==> config.mk <==
export PLATFORM = sky130hd
export DESIGN_NAME = ahb_sram_slave
export DESIGN_NICKNAME = d
export VERILOG_FILES = /design/src/rtl/ahb_sram_slave.sv
export SDC_FILE = /design/constraint.sdc
export NUM_CORES = 1
export LEC_CHECK = 0
export CAP_MARGIN = 20
export CORE_MARGIN = 2
export CORE_UTILIZATION = 28
export CTS_CLUSTER_SIZE = 28
export DETAILED_ROUTE_END_ITERATION = 6
export PLACE_DENSITY_LB_ADDON = 0.12
export SYNTH_ARGS = -nofsm -noshare
export SYNTH_HDL_FRONTEND = slang
export SYNTH_SLANG_ARGS = --single-unit
==> constraint.sdc <==
create_clock -name hclk_i -period 3.75 [get_ports hclk_i]
set_input_delay 0.9375 -clock hclk_i [delete_from_list [all_inputs] [get_ports hclk_i]]
set_output_delay 0.9375 -clock hclk_i [all_outputs]
set_load 0.02 [all_outputs]
==> src/rtl/ahb_sram_slave.sv <==
// AHB-Lite slave bridging a fixed address window onto a single-port synchronous SRAM.
// Optional wait states, two-cycle ERROR response, pipelined back-to-back transfers.
module ahb_sram_slave #(
  parameter int unsigned ADDR_WIDTH  = 12,
  parameter logic [31:0] BASE_ADDR   = 32'h2000_0000,
  parameter int unsigned WAIT_STATES = 0
) (
  input  logic                  hclk_i,
  input  logic                  hreset_i,
  input  logic                  hsel_i,
  input  logic [31:0]           haddr_i,
  input  logic [1:0]            htrans_i,
  input  logic                  hwrite_i,
  input  logic [2:0]            hsize_i,
  input  logic [31:0]           hwdata_i,
  input  logic                  hready_i,
  output logic [31:0]           hrdata_o,
  output logic                  hreadyout_o,
  output logic                  hresp_o,
  output logic                  sram_cs_o,
  output logic                  sram_we_o,
  output logic [3:0]            sram_be_o,
  output logic [ADDR_WIDTH-1:0] sram_addr_o,
  output logic [31:0]           sram_wdata_o,
  input  logic [31:0]           sram_rdata_i
);

  typedef enum logic [2:0] {
    IDLE, STALL, RD_REQ, RD_RSP, WR, ERR1, ERR2
  } state_t;

  localparam logic [2:0] WS = 3'(WAIT_STATES);

  state_t                  state_q, state_d;
  logic [2:0]              cnt_q, cnt_d;
  logic [ADDR_WIDTH-1:0]   addr_q;
  logic                    write_q;
  logic [3:0]              be_q, be_d;
  logic                    err_d;
  logic                    take;
  logic                    unused_htrans;

  assign unused_htrans = htrans_i[0];

  // Accepts are only evaluated in states whose data phase ends this cycle.
  assign take = hsel_i & hready_i & htrans_i[1] &
                ((state_q == IDLE) | (state_q == RD_RSP) |
                 (state_q == WR)   | (state_q == ERR2));

  always_comb begin
    be_d = '0;
    case (hsize_i)
      3'd0:    be_d = 4'b0001 << haddr_i[1:0];
      3'd1:    be_d = 4'b0011 << {haddr_i[1], 1'b0};
      3'd2:    be_d = '1;
      default: be_d = '0;
    endcase
    err_d = (haddr_i[31:ADDR_WIDTH+2] != BASE_ADDR[31:ADDR_WIDTH+2]) |
            (hsize_i > 3'd2) |
            ((hsize_i == 3'd1) & haddr_i[0]) |
            ((hsize_i == 3'd2) & (haddr_i[1:0] != 2'b00));
  end

  always_comb begin
    state_d = state_q;
    cnt_d   = cnt_q;
    case (state_q)
      STALL: begin
        if (cnt_q <= 3'd1) begin
          cnt_d   = '0;
          state_d = write_q ? WR : RD_REQ;
        end else begin
          cnt_d = cnt_q - 3'd1;
        end
      end
      RD_REQ:  state_d = RD_RSP;
      ERR1:    state_d = ERR2;
      default: begin
        // IDLE, RD_RSP, WR, ERR2: pick up the next address phase directly
        state_d = IDLE;
        if (take) begin
          if (err_d) begin
            state_d = ERR1;
          end else if (WS != 3'd0) begin
            state_d = STALL;
            cnt_d   = WS;
          end else begin
            state_d = hwrite_i ? WR : RD_REQ;
          end
        end
      end
    endcase
  end

  always_ff @(posedge hclk_i) begin
    if (hreset_i) begin
      state_q <= IDLE;
      cnt_q   <= '0;
      addr_q  <= '0;
      write_q <= 1'b0;
      be_q    <= '0;
    end else begin
      state_q <= state_d;
      cnt_q   <= cnt_d;
      if (take) begin
        addr_q  <= haddr_i[ADDR_WIDTH+1:2];
        write_q <= hwrite_i;
        be_q    <= be_d;
      end
    end
  end

  always_comb begin
    hreadyout_o  = ~((state_q == STALL) | (state_q == RD_REQ) | (state_q == ERR1));
    hresp_o      = (state_q == ERR1) | (state_q == ERR2);
    hrdata_o     = (state_q == RD_RSP) ? sram_rdata_i : '0;
    sram_cs_o    = (state_q == RD_REQ) | (state_q == WR);
    sram_we_o    = (state_q == WR);
    sram_be_o    = be_q;
    sram_addr_o  = addr_q;
    sram_wdata_o = (state_q == WR) ? hwdata_i : '0;
  end

endmodule

# --- After elaboration in Yosys (flattened, before gate mapping) ---
# Index checks and enable logic that the tools add are counted.
op_classes:
  n_lt_le_gt_ge: 2
  n_eq_ne: 10
  n_reduce_logical: 3
  n_mux: 10
  n_bitwise: 16
  n_addsub: 1
  n_shift: 2
ops:
  columns: ["operator", "count"]
  rows:
  - ["32-bit 2-to-1 mux", 2]
  - ["3-bit 2-to-1 mux", 6]
  - ["18-bit by 16-bit != test with 1-bit output, second input constant", 1]
  - ["4-bit one-hot mux with 3 select lines", 1]
  - ["1-bit OR", 10]
  - ["3-bit by 2-bit equality test with 1-bit output, second input constant", 3]
  - ["3-bit equality test, second input constant", 3]
  - ["3-bit one-hot mux with 3 select lines", 1]
  - ["3-bit by 1-bit equality test with 1-bit output, second input constant", 2]
  - ["3-bit logical NOT", 2]
  - ["1-bit AND", 5]
  - ["1-bit by 2-bit left shift with 4-bit output, first input constant", 1]
  - ["2-bit by 2-bit left shift with 4-bit output, first input constant", 1]
  - ["3-bit by 2-bit greater-than comparator with 1-bit output, second input constant", 1]
  - ["3-bit by 1-bit less-or-equal comparator with 1-bit output, second input constant", 1]
  - ["3-bit by 1-bit subtractor with 3-bit output, second input constant", 1]
  - ["2-bit != test, second input constant", 1]
  - ["2-bit nonzero test", 1]
  - ["1-bit NOT", 1]
word_totals:
  reg_bits: 23
  wordCells: 49
  in_bits: 106
  output_inout_bits: 84

# --- Depth between registers and ports, before layout ---
logic_depth:
  word_depth: 7
  depth_mapped: 6
  mapped_depth_nobuf: 6

# --- Worst setup path before layout ---
# No wires, ideal clock.
synth_path:
  path_type: "register to output"
  from: "reg state_q[2]"
  to: "out sram_wdata_o[22]"
  t_arrival_ns: 1.408
  path_buffers: 1
  required_time_ns: 2.812
  path_stages_with_launch: 5
  setup_slack_ns: 1.404
  path_cell_list: "dfxtp_1 > inv_2 > nor3_1 > clkbuf_1 > and2_1"
synth_via:
  elab_chain_len: 2
synth_lines:
  columns: ["item", "line", "source"]
  rows:
  - ["from (decl)", "34", "state_t state_q, state_d;"]
  - ["from (signal assigned)", "103", "state_q <= state_d;"]
  - ["3-bit equality test", null, null]
  - ["via sram_we_o", "21", "output logic sram_we_o,"]
  - ["32-bit 2-to-1 mux", "121", "sram_wdata_o = (state_q == WR) ? hwdata_i : '0;"]
  - ["to (decl)", "24", "output logic [31:0] sram_wdata_o,"]
# The timed path passes the listed nets, and every way through them passes these cells.

# --- Worst setup path after layout ---
layout_path:
  from: "in hwdata_i[28]"
  to: "out sram_wdata_o[28]"
layout_via:
  elab_chain_len: 1
layout_lines:
  columns: ["item", "line", "source"]
  rows:
  - ["from (decl)", "15", "input logic [31:0] hwdata_i,"]
  - ["32-bit 2-to-1 mux", "121", null]
# Every way passes these cells.

==> metrics.yaml <==
cts:
  post_cts_hold_buffer_count: 0
  insertion_delay_ns: 0.26
  cts_post_setup_buffers_inserted: 0
  cts_made_buffers: 3
  htree_levels: 1
  post_cts.resized_instances: 0
  cts_sinks: 23
  cts_tree: "yes"
  clk_pin_slew_ns: 0.07
  cts.path.max_buffers: 2
  clk_root_buffer_cell: "sky130_fd_sc_hd__clkbuf_8"
final_layout:
  antenna-diode-count: 0
  num-nets-final: 487
  finalNonFillerCells: 448
  post_route_cells_drive_above_1_share_pct: 3.17
  area.growth.synth_to_final_pct: 130
  finalCoreUtilization_pct: 67.7
pwr:
  power.switching_fraction_pct: 24.1
  power_density_nw_per_um2: 177
  ir_drop_mv: 0.232
  p_int_w: 0.000471
  power_switching_w: 0.000150
  seq_power_share_pct: 41.5
  p_clk_share_pct: 24.0
  power.leakage_nw: 1.37
  p_comb_share_pct: 34.4
synthesis:
  synth_top_family_by_area: "simple AND/OR/NAND/NOR gates"
  sequential_cell_area_fraction_in_the_yosys_report_pct: 30.2
  arithmetic_cell_share_of_the_synthesized_area_counting_full_adders_half_adders_and_majority_gates_pct: 1.64
  number_of_nets_in_the_synthesized_netlist: 303
  synth_warnings: 0
  synthCells: 195
  synthMuxAreaShare_pct: 9.29
  syn_area_per_cell_sq_um: 7.81
  postSynthRegisterBits: 23
  post_synth_num_cell_types: 35
  post_synth_and_or_nand_nor_area_fraction_pct: 44.4
  post_synth_instance_area_sq_um: 1520
  post_synthesis_compound_gate_area_fraction_pct: 9.20
  synthXorXnorAreaFrac_pct: 0.575
route:
  drc_errors: 0
  drt-total-wl_mm: 5.80
  vias: 1898
  post_drt_wl_per_cell_microns: 12.9
  first_pass_iters: 4
  routed_via_density: 4.24
  drt_iter0_markers: 32
  final_antenna_net_count: 0
critical_path:
  cp.required_ns: 2.81
  crit_path_dat_ns: 2.13
  start_kind: "primary input"
  max_fo_critical_path: 1
  category_of_the_worst_setup_path_capture_point: "output port"
  critPathKind: "in2out"
global_routing:
  grt_pass1_vias: 1791
  grt_pass1_wl_mm: 9.23
  maximum_number_of_pins_on_one_net_before_global_route_repair: 35
  grt_usage_pct: 18.5
  antenna_found_initial: 0
  gr-total-overflow: 0
timing:
  period_needed_ns: 3.07
  achievable-frequency_ghz: 0.326
  timing_worst_slew_pin_value_ns: 0.816
  setup_viol: 0
  slew_viol_final: 0
  setup_ws_ns: 0.680
  max-slew-margin-rel_pct: 45.5
  period_share_pct: 81.9
  worst_clock_skew_ns: 0.00271
  timing_hold_violations_final: 0
  setup_repair_after_global_routing_missed_its_margin: "false"
  totalNegativeSetupSlack_ns: 0
die:
  die_area_sq_um: 6040
  die-width_microns: 77.7
  design.core.area_sq_um: 5170
  start_util_pct: 29.4
  boundaryPins: 190
  floorplan.rows: 26
  die_h_microns: 77.7
placement:
  place_ws_ns: 0.675
  dpl.hpwl_mm: 4.82
  post-place-cells: 444
  io_buffer_count: 188
  gp_congestion: 0.772
run_status:
  outcome: "completed"
run:
  timing.max_cap.violations: 0
hold_path:
  hold_class: "reg2reg"
-- state kept, by name, indices dropped and copies added (netlist names) --
name / cells
write_q: 1
cnt_q: 3
state_q: 3
sram_addr_o: 12
sram_be_o: 4
-- area by class of cell --
type	instances	area, sq um
Timing Repair Buffer	189	1890
Multi-Input combinational cell	156	996
Inverter	6	22.5
Fill cell	416	1670
Tap cell	70	87.6
Sequential cell	23	460
Clock buffer	4	45.0
-- final timing paths --
path	start	to	slack, ns	cells after the start
worst max-delay path	hwdata_i[28]	sram_wdata_o[28]	0.68	3
worst min-delay path	sram_be_o[2]	sram_be_o[2]	0.45	2
worst max register to register	state_q[1]	sram_be_o[2]	1.68	4
worst min register to register	sram_be_o[2]	sram_be_o[2]	0.45	2
-- per-stage QoR --
step	hold slack [ns]	power, W	instance area (sq um)
finish	0.453	0.000621	3500
global route	0.475	0.000658	3500
detailed placement	0.447	0.000478	3460
CTS	0.456	0.000631	3500
floorplan	0.441	0.000329	1520
global placement	0.439	0.000476	3460
-- cell usage after synthesis --
| master | n | area (sq um) |
|---|---|---|
| sky130_fd_sc_hd__a211oi_1 | 1 | 7.51 |
| sky130_fd_sc_hd__a21o_1 | 1 | 7.51 |
| sky130_fd_sc_hd__a21oi_1 | 10 | 50.1 |
| sky130_fd_sc_hd__a31oi_1 | 2 | 12.5 |
| sky130_fd_sc_hd__and2_1 | 64 | 400 |
| sky130_fd_sc_hd__and2_2 | 1 | 7.51 |
| sky130_fd_sc_hd__and2b_1 | 1 | 7.51 |
| sky130_fd_sc_hd__and3_4 | 1 | 11.3 |
| sky130_fd_sc_hd__buf_4 | 1 | 7.51 |
| sky130_fd_sc_hd__buf_6 | 1 | 11.3 |
| sky130_fd_sc_hd__clkbuf_1 | 8 | 30.0 |
| sky130_fd_sc_hd__dfxtp_1 | 23 | 460 |
| sky130_fd_sc_hd__ha_1 | 2 | 25.0 |
| sky130_fd_sc_hd__inv_1 | 5 | 18.8 |
| sky130_fd_sc_hd__inv_2 | 1 | 3.75 |
| sky130_fd_sc_hd__mux2_2 | 1 | 11.3 |
| sky130_fd_sc_hd__mux2i_1 | 13 | 130 |
| sky130_fd_sc_hd__nand2_1 | 7 | 26.3 |
| sky130_fd_sc_hd__nand2b_1 | 3 | 18.8 |
| sky130_fd_sc_hd__nand3b_1 | 2 | 15.0 |
| sky130_fd_sc_hd__nand4_1 | 1 | 6.26 |
| sky130_fd_sc_hd__nor2_1 | 22 | 82.6 |
| sky130_fd_sc_hd__nor2b_1 | 1 | 6.26 |
| sky130_fd_sc_hd__nor3_1 | 3 | 15.0 |
| sky130_fd_sc_hd__nor3b_1 | 1 | 7.51 |
| sky130_fd_sc_hd__nor4_1 | 3 | 18.8 |
| sky130_fd_sc_hd__nor4b_1 | 1 | 8.76 |
| sky130_fd_sc_hd__o2111ai_4 | 1 | 26.3 |
| sky130_fd_sc_hd__o21ai_0 | 6 | 30.0 |
| sky130_fd_sc_hd__o22ai_1 | 1 | 6.26 |
| sky130_fd_sc_hd__or2_1 | 1 | 6.26 |
| sky130_fd_sc_hd__or2_2 | 2 | 12.5 |
| sky130_fd_sc_hd__or3b_1 | 2 | 17.5 |
| sky130_fd_sc_hd__or4_1 | 1 | 7.51 |
| sky130_fd_sc_hd__xnor2_1 | 1 | 8.76 |
-- critical path, cell delays in order --
cell and delay, ns:
sky130_fd_sc_hd__clkdlybuf4s50_1 0.45, sky130_fd_sc_hd__and2_1 0.12, sky130_fd_sc_hd__clkdlybuf4s50_1 0.62
-- logic make-up (layout without fill, tap and decap cells) --
kind of cell / after synthesis / in the layout
AOI/OAI and AO/OA: 22 / 22
and+or+nand+nor: 117 / 117
buffers and inverters: 16 / 199
xor gates and xnor gates: 1 / 1
adders and majority gates: 2 / 2
DFF: 23 / 23
muxes: 14 / 14
-- power by group through the flow --
stage / logic [W] / clock network [W] / registers, W
3_3_place_gp: 0.000213 / 0 / 0.000263
2_1_floorplan: 0.0000597 / 0 / 0.000270
4_1_cts: 0.000215 / 0.000158 / 0.000258
3_5_place_dp: 0.000215 / 0 / 0.000264
6_report: 0.000214 / 0.000149 / 0.000258
5_1_grt: 0.000230 / 0.000168 / 0.000259
-- routing by layer --
metal / track usage [%] / routed length (microns) / up-vias
li1: - / - / 1003
met1: 22.3 / 2320 / 804
met2: 33.0 / 2900 / 85
met3: 4.77 / 532 / 6
met4: 3.93 / 40 / 0
met5: 0 / 0 / -
-- placed cells by master (no fill, tap or decap), drive strengths merged, types with 2 or more instances in the layout --
cell	n
or3b	2
o21ai	6
a21oi	10
ha	2
inv	6
and2	65
nand2	7
dfxtp	23
nor4	3
nor3	3
a31oi	2
nand2b	3
mux2i	13
nor2	22
clkbuf	4
nand3b	2
clkdlybuf4s50	188
or2	3
No activity file was read; power rests on OpenSTA's default activity.
==> RTL change 1, RTL diff (same settings) <==
Change the parameter `ADDR_WIDTH` from 12 to 13.
--- a/src/rtl/ahb_sram_slave.sv
+++ b/src/rtl/ahb_sram_slave.sv
@@ -3,3 +3,3 @@
 module ahb_sram_slave #(
-  parameter int unsigned ADDR_WIDTH  = 12,
+  parameter int unsigned ADDR_WIDTH  = 13,
   parameter logic [31:0] BASE_ADDR   = 32'h2000_0000,
Interface: changed (resized sram_addr_o); port bits go from 190 to 191. No check against the original RTL was run, so the function may have changed too.
==> RTL change 1 against the original RTL <==
Cell area rose by 4.3%; largest cell class unchanged; via count up 19%; sequential cell count rose by 1; wire length increased by 24%; area after synthesis up 7.8%; power rose by 13%; worst setup slack lost 0.063 ns; fmax shrank 2.0%.
==> RTL change 1: results (changes against the original RTL) <==
| Metric | Value |
|---|---|
| Status | `finished clean` |
| Switch share | `26.8% (+2.6 points)` |
| Skew final | `0.00203 ns (-0.000674 ns)` |
| Max clock buf depth | `2 (unchanged)` |
| Synth Flop Type | `dfxtp_1` |
| H-tree Lvls | `1 (unchanged)` |
| Arrival time worst endpoint | `2.20 ns (+0.07 ns)` |
| Most frequent cells after synthesis | `and3_1, and2_1, dfxtp_1, a21oi_1, o21ai_0` |
| Top Family by Delay on Critical Path | `buffers and inverters` |
| Vias in the first global route | `2149 (+20%)` |
| Layout net count | `511 (+4.9%)` |
| Port Buffers | `189 (+0.53%)` |
| Max incr delay on CP | `0.61 ns` |
| Max FO, Critical Path | `32 (+31)` |
| Share of post-route cells with drive strength above 1 | `3.73% (+0.56 points)` |
| Largest net degree at the start of global routing | `41 (+17%)` |
| Worst-path clk slew | `0.08 ns` |
| DRT iter0 DRCs | `96 (+200%)` |
| Syn Nets | `332 (+9.6%)` |
| Syn. warnings | `0 (unchanged)` |
| P_leak | `0.00141 uW (+2.5%)` |
| Synth cell types | `36 (+2.9%)` |
| Via count | `2264 (+19%)` |
| DP Wirelength | `5.85 mm (+21%)` |
| DR WL/cell | `15.2 um (+17%)` |
| First-pass GRT wire length | `10.5 mm (+14%)` |
| Number of antenna violations at the first check in global routing | `1 (+1)` |
| Post-CTS Setup Bufs | `0 (unchanged)` |
| Clk Latency, worst-skew pair | `0.26 ns (about the same)` |
| Total CTS buffers | `3 (unchanged)` |
| Max FFs per register | `13 (+1)` |
| Post-CTS resize count | `0 (unchanged)` |
| Measured slew at the worst slew-check pin | `0.599 ns (-0.217 ns)` |
| # fillers | `486 (+17%)` |
| Setup WS pre-CTS | `0.632 ns (-0.0430 ns)` |
| GP Congestion | `0.795 (+2.9%)` |
| Hold crit path type | `reg -> reg` |
| DRT Pass-1 Iters | `4 (unchanged)` |
| Post-synth ARST share | `0% (unchanged)` |
| CP max stage cell | `clkdlybuf4s50_1` |
| Placed Area | `3590 um2 (+3.9%)` |
| Largest cells by area after synthesis | `dfxtp_1, and3_1, and2_1, a21oi_1, o21ai_0` |
| Root Buffer | `clkbuf_8` |
| Peak VDD IR | `169 uV (-27%)` |
| Seq/Total Area, Yosys | `29.3% (-0.97 points)` |
| Global-route usage over all layers | `20.9% (+2.3 points)` |
-- RTL change 1: cell count changes in the layout (fill, tap and decap cells not counted), sizes merged, moves of 12 or more --
cell / delta
a21oi: +13
and2: -33
and3: +32
mux2i: -12
nand3: +15
nor2: -15
o21ai: +13
-- RTL change 1: cell families (layout without fill, tap and decap cells) --
| family | Yosys count | in the layout | synth area share (%) |
|---|---|---|---|
| compound gates | 52 | 52 | 18.1 |
| xor+xnor | 3 | 3 | 1.60 |
| fa+ha+maj | 2 | 2 | 1.52 |
| buf+inv | 25 | 203 | 6.10 |
| flops | 24 | 24 | 29.3 |
| mux | 1 | 1 | 0.610 |
| other cells | 0 | 1 | 0 |
| simple gates | 117 | 117 | 42.8 |
-- RTL change 1: metal layers --
layer	wire [um]	part of all wire (%)	GRT usage, %	vias up
met4	112	1.6	6.95	0
met2	3940	55	37.4	88
met1	2680	37	23.4	1013
met3	475	6.6	6.18	11
li1	-	-	-	1152
met5	0	0	0	-
-- RTL change 1: tightest hold or removal path: stages, from the launching register on --
cell and delay [ns]:
dfxtp_1 0.31, o21ai_0 0.06, a21oi_1 0.06
-- RTL change 1: area by class of cell --
class                           count  share of cell area (%)
Timing Repair Buffer              196                    53.3
Sequential cell                    24                    13.2
Multi-Input combinational cell    175                    29.2
Antenna cell                        1                  0.0686
Clock buffer                        4                    1.51
Tap cell                           72                    2.47
Inverter                            3                   0.309
-- RTL change 1: power by group through the flow --
stage / logic (uW) / clock network [uW] / registers (uW)
3_5_place_dp: 263 / 0 / 275
5_1_grt: 281 / 184 / 270
6_report: 262 / 169 / 269
2_1_floorplan: 87.5 / 0 / 282
4_1_cts: 264 / 175 / 269
3_3_place_gp: 260 / 0 / 275
-- RTL change 1: path summary, 6_finish.rpt --
check | from | to | slack [ns] | depth (start not counted)
max | state_q[1] | hrdata_o[12] | 0.62 | 4
min | sram_addr_o[3] | sram_addr_o[3] | 0.47 | 2
max reg2reg | state_q[1] | sram_be_o[0] | 1.92 | 5
min reg2reg | sram_addr_o[3] | sram_addr_o[3] | 0.47 | 2
-- RTL change 1: through the flow --
stage          util, %  hold WS [ns]  cells
2_1_floorplan        -         0.445    224
3_3_place_gp      64.4         0.455    470
5_1_grt           65.5         0.491    475
3_5_place_dp      64.4         0.466    470
4_1_cts           65.4         0.476    474
6_report          65.5         0.473    475
==> RTL change 2, RTL diff (same settings) <==
Without the edit above. Make the reset (`hreset_i`) asynchronous in one clocked block.
--- a/src/rtl/ahb_sram_slave.sv
+++ b/src/rtl/ahb_sram_slave.sv
@@ -94,3 +94,3 @@
 
-  always_ff @(posedge hclk_i) begin
+  always_ff @(posedge hclk_i or posedge hreset_i) begin
     if (hreset_i) begin
Function: differs if hreset_i is asserted again (counterexample within 4 cycles, from zero or initial values and one cycle with hreset_i high); with hreset_i held inactive, the same outputs for 10 cycles.
==> RTL change 2 against the original RTL <==
Worst setup slack worse by 0.046 ns; count of clock-buffer cells in the layout decreased by 1; cell area grew 3.8%; register-to-register slack worse by 0.10 ns; fmax shrank 1.5%; sequential cell count unchanged; area after synthesis rose by 8.3%; cell count fell by 4.0%; sequential power is 21% higher; combinational power is 91% higher; wire length increased by 9.3%; power grew 40%; largest cell class unchanged; highest routed layer unchanged.
==> RTL change 2: results (changes against the original RTL) <==
| Metric | Value |
|---|---|
| Worst hold path cell count | `1 (-1)` |
| WHS Endpoint | `cnt_q[2]` |
| # fillers | `478 (+15%)` |
| Global-route usage over all layers | `17.8% (-0.74 points)` |
| DP Wirelength | `5.27 mm (+9.4%)` |
| Post-CTS resize count | `0 (unchanged)` |
| Status | `finished clean` |
| Largest cells by area after synthesis | `dfrtp_1, and2_1, and3_1, mux2_4, mux2_2` |
| Largest net degree at the start of global routing | `37 (+5.7%)` |
| Layout net count | `467 (-4.1%)` |
| Peak VDD IR | `219 uV (-5.3%)` |
| Switch share | `29.5% (+5.3 points)` |
| Worst reg2reg endpoint | `sram_addr_o[2]` |
| Flop2flop setup slack | `1.58 ns (-0.10 ns)` |
| Xor/xnor share of the synthesized area | `0.986% (+0.41 points)` |
| DR WL/cell | `14.7 um (+14%)` |
| Min-delay src | `cnt_q[2]` |
| Synth Area in Compound Gates | `8.80% (-0.40 points)` |
| Root Buffer | `clkbuf_8` |
| # setup viols final | `0 (unchanged)` |
| Mux share of post-synthesis cell area | `14.0% (+4.8 points)` |
| Synth Flop Type | `dfrtp_1` |
| P_leak | `0.00160 uW (+17%)` |
| Post-Synth Adder-Cell Area | `1.52% (-0.13 points)` |
| Combinational Power Share | `46.9% (+13 points)` |
| GP Congestion | `0.837 (+8.4%)` |
| First-pass GRT wire length | `9.11 mm (-1.2%)` |
| Placed Area | `3590 um2 (+3.8%)` |
| Via count | `1965 (+3.5%)` |
| Measured slew at the worst slew-check pin | `0.874 ns (+0.0575 ns)` |
| Clk network pwr share | `17.3% (-6.7 points)` |
| Syn Nets | `283 (-6.6%)` |
| Post-synth ARST share | `100% (+100 points)` |
| Max FO, Critical Path | `33 (+32)` |
| Share of post-route cells with drive strength above 1 | `7.82% (+4.6 points)` |
| Critical path origin | `state_q[2]` |
| Skew final | `0.00240 ns (-0.000310 ns)` |
| Vias in the first global route | `1816 (+1.4%)` |
| Most frequent cells after synthesis | `and2_1, and3_1, dfrtp_1, clkbuf_1, mux2_2` |
| Setup crit end | `sram_wdata_o[0]` |
| DRT iter0 DRCs | `49 (+53%)` |
| Arrival time worst endpoint | `2.18 ns (+0.05 ns)` |
| Synth cell types | `34 (-2.9%)` |
## RTL change 2: through the flow
stage	utilization (%)	setup WS (ns)	hold WS, ns	power, uW	std cells
6_report	64.8	0.634	0.502	869	430
5_1_grt	64.8	0.512	0.528	916	430
3_3_place_gp	64.0	0.663	0.480	721	426
3_5_place_dp	64.0	0.656	0.483	727	426
4_1_cts	64.8	0.617	0.498	879	430
2_1_floorplan	-	1.27	0.451	485	175
## RTL change 2: layer usage
metal  vias to the layer above  global-route usage [%]  part of all wire [%]
met1                       891                    19.1                    35
met3                         6                    4.67                   8.6
met2                        91                    34.8                    55
met5                         -                       0                     0
li1                        977                       -                     -
met4                         0                    3.73                   1.3
## RTL change 2: final cells by class
cell class              instances  share of cell area [%]
repair buffers                190                    52.2
multi-input cells             134                    27.5
flip-flops and latches         23                    15.8
well taps                      72                    2.48
clock buffers                   3                    1.14
inverters                       7                   0.723
clock inverters                 1                   0.138
